File: src/rtl/jtkunio_bank_arb.sv
// Round-robin arbiter sharing one SDRAM read engine between four ROM bank clients and the download write path.
// Optional JTKUNIO_BA0_PRIO_EN: bank 0 (main CPU) pre-empts the round-robin; banks 1-3 rotate among themselves.
module jtkunio_bank_arb #(
  parameter int AW    = 22,
  parameter int BURST = 2,
  parameter int TOUT  = 63
) (
  input  logic                           clk,
  input  logic                           rst_n,
  input  logic [AW-1:0]                  ba0_addr,
  input  logic [AW-1:0]                  ba1_addr,
  input  logic [AW-1:0]                  ba2_addr,
  input  logic [AW-1:0]                  ba3_addr,
  input  logic [3:0]                     ba_rd,
  output logic [3:0]                     ba_ack,
  output logic [3:0]                     ba_dst,
  output logic [3:0]                     ba_dok,
  output logic [3:0]                     ba_rdy,
  input  logic                           downloading,
  input  logic [AW-1:0]                  prog_addr,
  input  logic [1:0]                     prog_ba,
  input  logic                           prog_we,
  output logic                           prog_ack,
  output logic                           prog_rdy,
  output logic                           mem_req,
  output logic                           mem_wr,
  output logic [1:0]                     mem_ba,
  output logic [AW-1:0]                  mem_addr,
  input  logic                           mem_ack,
  input  logic                           mem_dst,
  input  logic                           mem_rdy,
  input  logic                           mem_dok,
  output logic                           arb_err,
  output logic [2:0]                     dbg_state,
  output logic [$clog2(BURST+1)-1:0]     dbg_words
);

  localparam int WDW = $clog2(TOUT + 1);
  localparam int WW  = $clog2(BURST + 1);
  localparam logic [WDW-1:0] TOUT_V  = WDW'(TOUT);
  localparam logic [WW-1:0]  BURST_V = WW'(BURST);

  typedef enum logic [2:0] {
    S_IDLE  = 3'd0,
    S_CMD   = 3'd1,
    S_DATA  = 3'd2,
    S_PCMD  = 3'd3,
    S_PDATA = 3'd4
  } state_t;

  // Handshakes: ba_rd/prog_we are held by the client until the matching one-cycle
  // ack pulse; mem_req is held by us until the core's one-cycle mem_ack pulse.
  // All data-phase strobes are single-cycle and only meaningful in DATA/PDATA.
  state_t          state;
  logic [1:0]      g;
  logic [1:0]      rr;
  logic [1:0]      pick;
  logic            pick_vld;
  logic [WDW-1:0]  wd;
  logic [WW-1:0]   words;
  logic            wd_hit;
  logic            end_data;
  logic [AW-1:0]   bank_addr [4];

  assign bank_addr[0] = ba0_addr;
  assign bank_addr[1] = ba1_addr;
  assign bank_addr[2] = ba2_addr;
  assign bank_addr[3] = ba3_addr;

  assign wd_hit    = (wd == TOUT_V);
  assign end_data  = mem_rdy | wd_hit;
  assign dbg_state = state;
  assign dbg_words = words;

  // First requester at or after the rotating pointer; lowest offset wins.
  always_comb begin : arbiter
    logic [3:0] req;
    logic [1:0] idx;
    req      = ba_rd;
    idx      = 2'd0;
    pick     = rr;
    pick_vld = 1'b0;
`ifdef JTKUNIO_BA0_PRIO_EN
    req[0]   = 1'b0;
`endif
    for (int i = 3; i >= 0; i--) begin
      idx = rr + 2'(i);
      if (req[idx]) begin
        pick     = idx;
        pick_vld = 1'b1;
      end
    end
`ifdef JTKUNIO_BA0_PRIO_EN
    if (ba_rd[0]) begin
      pick     = 2'd0;
      pick_vld = 1'b1;
    end
`endif
  end

  // Strobes are steered with zero latency to the granted client only.
  always_comb begin
    ba_ack   = 4'd0;
    ba_dst   = 4'd0;
    ba_dok   = 4'd0;
    ba_rdy   = 4'd0;
    prog_ack = 1'b0;
    prog_rdy = 1'b0;
    case (state)
      S_CMD: ba_ack[g] = mem_ack;
      S_DATA: begin
        ba_dst[g] = mem_dst;
        ba_dok[g] = mem_dok;
        ba_rdy[g] = end_data;
      end
      S_PCMD:  prog_ack = mem_ack;
      S_PDATA: prog_rdy = end_data;
      default: ;
    endcase
  end

  always_ff @(posedge clk or negedge rst_n) begin
    if (!rst_n) begin
      state    <= S_IDLE;
      g        <= 2'd0;
      rr       <= 2'd0;
      mem_req  <= 1'b0;
      mem_wr   <= 1'b0;
      mem_ba   <= 2'd0;
      mem_addr <= '0;
      wd       <= '0;
      words    <= '0;
      arb_err  <= 1'b0;
    end else begin
      case (state)
        S_IDLE: begin
          wd    <= '0;
          words <= '0;
          if (downloading && prog_we) begin
            mem_req  <= 1'b1;
            mem_wr   <= 1'b1;
            mem_ba   <= prog_ba;
            mem_addr <= prog_addr;
            state    <= S_PCMD;
          end else if (!downloading && pick_vld) begin
            g        <= pick;
            mem_req  <= 1'b1;
            mem_wr   <= 1'b0;
            mem_ba   <= pick;
            mem_addr <= bank_addr[pick];
            state    <= S_CMD;
          end
        end
        S_CMD: begin
          if (mem_ack) begin
            mem_req <= 1'b0;
`ifdef JTKUNIO_BA0_PRIO_EN
            if (g != 2'd0) rr <= g + 2'd1;
`else
            rr <= g + 2'd1;
`endif
            state <= S_DATA;
          end
        end
        S_PCMD: begin
          if (mem_ack) begin
            mem_req <= 1'b0;
            state   <= S_PDATA;
          end
        end
        S_DATA, S_PDATA: begin
          if (mem_dok && words != BURST_V) words <= words + WW'(1);
          // A missing mem_rdy is replaced by a forced completion so the client never stalls.
          if (end_data) begin
            mem_wr <= 1'b0;
            state  <= S_IDLE;
            if (!mem_rdy) arb_err <= 1'b1;
          end else begin
            wd <= wd + WDW'(1);
          end
        end
        default: state <= S_IDLE;
      endcase
    end
  end

endmodule
File: config.mk
export PLATFORM = sky130hd
export DESIGN_NAME = jtkunio_bank_arb
export DESIGN_NICKNAME = d
export VERILOG_FILES = /design/src/rtl/jtkunio_bank_arb.sv
export SDC_FILE = /design/constraint.sdc
export NUM_CORES = 1
export LEC_CHECK = 0
export CORE_UTILIZATION = 39
export CTS_CLUSTER_DIAMETER = 200
export DETAILED_ROUTE_END_ITERATION = 8
export PLACE_DENSITY = 0.83
export SETUP_SLACK_MARGIN = 0.15
export SLEW_MARGIN = 10
export SYNTH_ARGS = -nofsm -noshare
export SYNTH_HDL_FRONTEND = slang
export SYNTH_SLANG_ARGS = --single-unit
File: constraint.sdc
create_clock -name clk -period 2.1 [get_ports clk]
set_input_delay 0.315 -clock clk [delete_from_list [all_inputs] [get_ports clk]]
set_output_delay 0.315 -clock clk [all_outputs]
set_load 0.01 [all_outputs]
Yosys cells after proc, flatten, opt, wreduce, memory -nomap -nowiden
Cells that the tools add are included.

Word-level logic and storage cells: 113. Bits in writable memories: 0. Memories kept: 0. Input port bits: 124. Latch bits: 0. Output and inout bits: 50. Flip-flop bits (word level): 42. Bits in read-only memories: 0.

$add $sub $neg: 6. Magnitude comparators: 7. Eq/ne operators: 13. Div/mod/pow operators: 0. Shift-type cells: 0. Bitwise operators: 8. Multipliers: 0. Mux-type cells: 49. Reduce and logical (&&, ||, !) cells: 20.

Operator list (number): two-way mux 22 bit (4); binary-select mux 22 bit (select 2 bit) (1); two-way mux 1 bit (17); bitwise AND 4 bit (4); two-way mux 4 bit (4); less-than comparator 2 x 3 -> 1 bit (second input constant) (5); two-way mux 3 bit (5); two-way mux 2 bit (7); inequality test 2 bit (second input constant) (6); case mux 3 bit (4 select lines) (1); case mux 6 bit (2 select lines) (1); AND reduction 3 bit (4); binary-select mux 1 bit (select 2 bit) (4); AND reduction 2 bit (4); adder 2 x 1 -> 2 bit (second input constant) (3); adder 6 x 1 -> 6 bit (second input constant) (1); equality test 3 x 2 -> 1 bit (second input constant) (2); equality test 6 bit (second input constant) (1); two-way mux 6 bit (1); nonzero test 2 bit (3); adder 2 bit (second input constant) (2); logical AND 1 bit (4); case mux 1 bit (2 select lines) (2); case mux 2 bit (2 select lines) (1); 14 further kinds (16).

Longest topological paths before layout
Depth after elaboration: 13. Mapped depth: 7. Depth with buffers taken out: 6.

Least setup slack after synthesis
Ideal clock, no wire load.

Path type: reg2reg. From: reg state[0], in the netlist dbg_state[0]. To: reg mem_addr[15]. Stages on the path, launching flop included: 8. Path buffers: 2. Required time: 1.970 ns. Slack: 0.188 ns. Arrival time: 1.782 ns. Library setup time: 0.130 ns. Cell sequence: dfrtp_1 -> or3_1 -> buf_2 -> a211o_1 -> buf_4 -> or3_1 -> o21ai_0 -> a221oi_2.

Longest elaborated chain between the ends: 2.

Ends and longest elaborated chain: from (decl) (RTL line 54) `state_t state;`; from (signal assigned) (RTL line 124) `state <= S_IDLE;`; from (signal assigned) (RTL line 144) `state <= S_PCMD;`; from (signal assigned) (RTL line 151) `state <= S_CMD;`; zero test 3 bit (RTL line 135) `case (state)`; AND reduction 2 bit (no source line); to (signal assigned) (RTL line 143) `mem_addr <= prog_addr;`; to (signal assigned) (RTL line 150) `mem_addr <= bank_addr[pick];`; to (decl) (RTL line 28) `output logic [AW-1:0] mem_addr,`.

No other way between the ends. A chain may end at the register's enable or synchronous reset.

Worst setup path after layout
From: reg rr[1]. To: reg mem_addr[21].

Longest elaborated chain between the ends: 13.

Ends and longest elaborated chain: from (decl) (RTL line 56) `logic [1:0] rr;`; from (signal assigned) (RTL line 160) `rr <= g + 2'd1;`; adder 2 bit (RTL line 87) `idx = rr + 2'(i);`; binary-select mux 1 bit (select 2 bit) (RTL line 88) `if (req[idx]) begin`; two-way mux 1 bit (implied by the code) (RTL line 88); two-way mux 2 bit (4 in series) (RTL line 88); NOT 2 -> 3 bit (implied by the code) (RTL line 150); binary-select mux 22 bit (select 2 bit) (RTL line 150); two-way mux 22 bit (implied by the code) (2 in series) (RTL line 150); two-way mux 22 bit (RTL line 145) `end else if (!downloading && pick_vld) begin`; two-way mux 22 bit (RTL line 139) `if (downloading && prog_we) begin`.

Several ways; a longest one is shown, not always the timed one. The select of a mux whose other input is x is not followed.

==> impl_metrics.toml <==
[timing]
finalCriticalPeriod_ps = 1980
finalHoldViolCount = 0
finalWorstSetupSlack_ps = 116
fmax_mhz = 504
drv_slew = 0
rsz0062_at_grt = "yes"
slew-limit-headroom = 0.570
max_slew.worst_pin.slew_ps = 640
post-route-period-util = 0.945
setup_viol = 0
finClkSkew_ps = 9.82

[power_and_ir_drop]
leakagePower_uw = 0.00242
ir_drop_uv = 606
powerDensity_mw_per_mm2 = 1070
power.total_uw = 5900

[setup_path]
worstPathRequired_ps = 2280
endpoint_kind = "flop"
cp-start-kind = "flop"
worstPathMaxFanout = 6
rr_startpoint = "rr[1]"
cpPeakStageDelay_ps = 510
cp_cell_sequence = "buf_6, nor3_4, or4_4, buf_6, nand3_4, clkbuf_16, a211oi_1, o31ai_1"
reg2reg_to = "mem_addr[21]"
critical_path_class = "flop to flop"
r2r_setup_slack_ps = 120
crit_start = "rr[1]"
arrival_ps = 2160
cp_common_cell = "buf_6"
worst-r2r-cell-count = 8
cpMaxStageDelayCell = "or4_4"
cp-endpoint = "mem_addr[21]"

[outcome]
outcome = "finished clean"

[final_layout]
fillCellCount = 475
final_nets = 672
drive_above_1_share = 0.253
area_delta_synth_final_pct = 84.9
fin_util = 0.755
layout.cells.non_filler = 641
diodes = 0

[logic_synthesis]
syn_area_per_cell_um2 = 9.42
synth_top_cell_area_share = 0.351
ys_warn_count = 0
yosysMostFrequentCell = "dfrtp_1"
yosys.area.top_type = "dfrtp_1"
synth_area_leaders = "dfrtp_1, mux2i_1, a221oi_2, o21ai_0, and2_1"
synthCells = 318
synthFlopType = "dfrtp_1"
synthesis.nets = 448
synth_commonest_cells = "dfrtp_1, o21ai_0, mux2i_1"
synth_seq_cells = 42
syn_area_mm2 = 0.00299
synth.distinct_cells = 46
synth_edf_count = 0
synth_seq_area_share = 0.351
async_flop_share = 1.00

[route]
drtPass1Iterations = 4
viasPerCell = 5.50
wl_um = 11600
drt-initial-drc-count = 197
vias = 3525
drtAntennaViolNets = 0
drc = 0
wire_per_inst_um = 18.1

[grt]
grt_pass1_vias = 3444
overflow = 0
antenna_found_initial = 0
grt_max_degree = 24
grt_pass1_wl_um = 16500
grt_use_total = 0.270

[placement]
portBuffers = 173
place_inst = 611
post-dp-hpwl_um = 8200
gp_congestion = 0.838
dp_worst_setup_slack_ps = -398

[clock_tree]
ctsHtreeMaxLevel = 2
cts_root_buf = "clkbuf_8"
clk_latency_ps = 290
path_clk_slew_ps = 80
cts_tree = "yes"
cts.sinks = 42
cts_made_buffers = 5
clockBufferDepth = 2

[die]
row_count = 31
die_w_um = 89.6
ios = 174
coreArea_mm2 = 0.00733
dieArea_mm2 = 0.00803
initial_core_util = 0.408
die_h_um = 89.6

[flow_run]
max_cap_violations = 0

[hold_path]
hold_path.startpoint = "arb_err"
hold_path_class = "flop to flop"
## registers in the layout, summed over array words and instances, names as in the netlist
register   count
dbg_words      2
rr             2
dbg_state      3
mem_addr      22
mem_ba         2
wd             6
arb_err        1
mem_wr         1
g              2
mem_req        1
## placed cells by master (no fill, tap or decap), types with 2 or more instances in the layout
| master | count |
|---|---|
| nand3_2 | 2 |
| dfrtp_1 | 42 |
| and4_1 | 11 |
| o21ai_2 | 4 |
| buf_4 | 50 |
| buf_6 | 13 |
| o21ai_1 | 2 |
| and3_1 | 13 |
| buf_2 | 2 |
| o21ai_0 | 26 |
| a211o_1 | 2 |
| clkbuf_8 | 5 |
| a221oi_2 | 13 |
| a221oi_1 | 8 |
| nor2_4 | 2 |
| a21o_1 | 3 |
| a211oi_1 | 13 |
| or3_1 | 8 |
| clkbuf_2 | 13 |
| nor3_1 | 2 |
| buf_12 | 4 |
| mux2i_1 | 25 |
| and2_1 | 16 |
| or3_4 | 4 |
| dlymetal6s2s_1 | 2 |
| dlygate4sd2_1 | 4 |
| clkbuf_1 | 2 |
| nor2_1 | 9 |
| inv_1 | 5 |
| nand2_1 | 23 |
| xor2_1 | 4 |
| clkdlybuf4s50_1 | 150 |
| ha_1 | 5 |
| a21oi_1 | 3 |
| nor2b_1 | 4 |
| o31ai_1 | 11 |
## layer usage
| layer | GRT usage | vias up | part of all wire |
|---|---|---|---|
| li1 | - | 1660 | - |
| met1 | 0.357 | 1684 | 0.42 |
| met2 | 0.441 | 155 | 0.50 |
| met3 | 0.0448 | 26 | 0.054 |
| met4 | 0.110 | 0 | 0.028 |
| met5 | 0 | - | 0 |
## critical path: cells and delay by family (launching register included)
| kind | cells | cell delay, ps |
|---|---|---|
| simple gates | 3 | 660 |
| compound gates | 2 | 350 |
| flops | 1 | 410 |
| buf+inv | 3 | 450 |
## area by class of cell
class | instances | area (µm²) | share of cell area
inverter | 6 | 22.5 | 0.00407
tap | 99 | 124 | 0.0224
timing repair buffer | 241 | 2280 | 0.413
clock buffer | 7 | 76.3 | 0.0138
sequential | 42 | 1050 | 0.190
multi-input combinational | 246 | 1980 | 0.357
## metrics by stage
step           hold slack, ps  instance area [µm²]  TNS, ps
2_1_floorplan            19.4                 2990        0
3_3_place_gp              299                 5110    -5410
3_5_place_dp              305                 5110    -7740
4_1_cts                   491                 5290        0
5_1_grt                   509                 5540        0
6_report                  485                 5540        0
## power by group
| group | total (µW) | internal, µW | switching [µW] |
|---|---|---|---|
| registers | 1390 | 1150 | 239 |
| clock network | 497 | 229 | 267 |
| logic | 4010 | 2080 | 1930 |
## worst min path at each step
stage | end | slack (ps) | cells after the start
after floorplan | arb_err | 20 | 0
after global placement | mem_addr[10] | 300 | 1
after detailed placement | mem_addr[10] | 300 | 1
after CTS | mem_addr[3] | 490 | 2
after global routing | arb_err | 510 | 1
final | arb_err | 480 | 1
## timing repair
| item | 4_1_cts | 5_1_grt |
|---|---|---|
| buffers inserted | 8 | 11 |
| cloned | 1 | 2 |
| gates resized for setup | 48 | 68 |
| pin swaps | 2 | 12 |
| hold endpoints to repair | 10 | 0 |
| setup endpoints to repair | 41 | 46 |
| hold buffers | 1 | 0 |
## logic make-up after synthesis
kind of cell    synth area share
compound gates             0.257
xor+xnor                  0.0146
fa+ha+maj                 0.0251
buf+inv                   0.0489
flops                      0.351
mux                       0.0911
simple gates               0.212
Power figures use the tool's default switching activity.
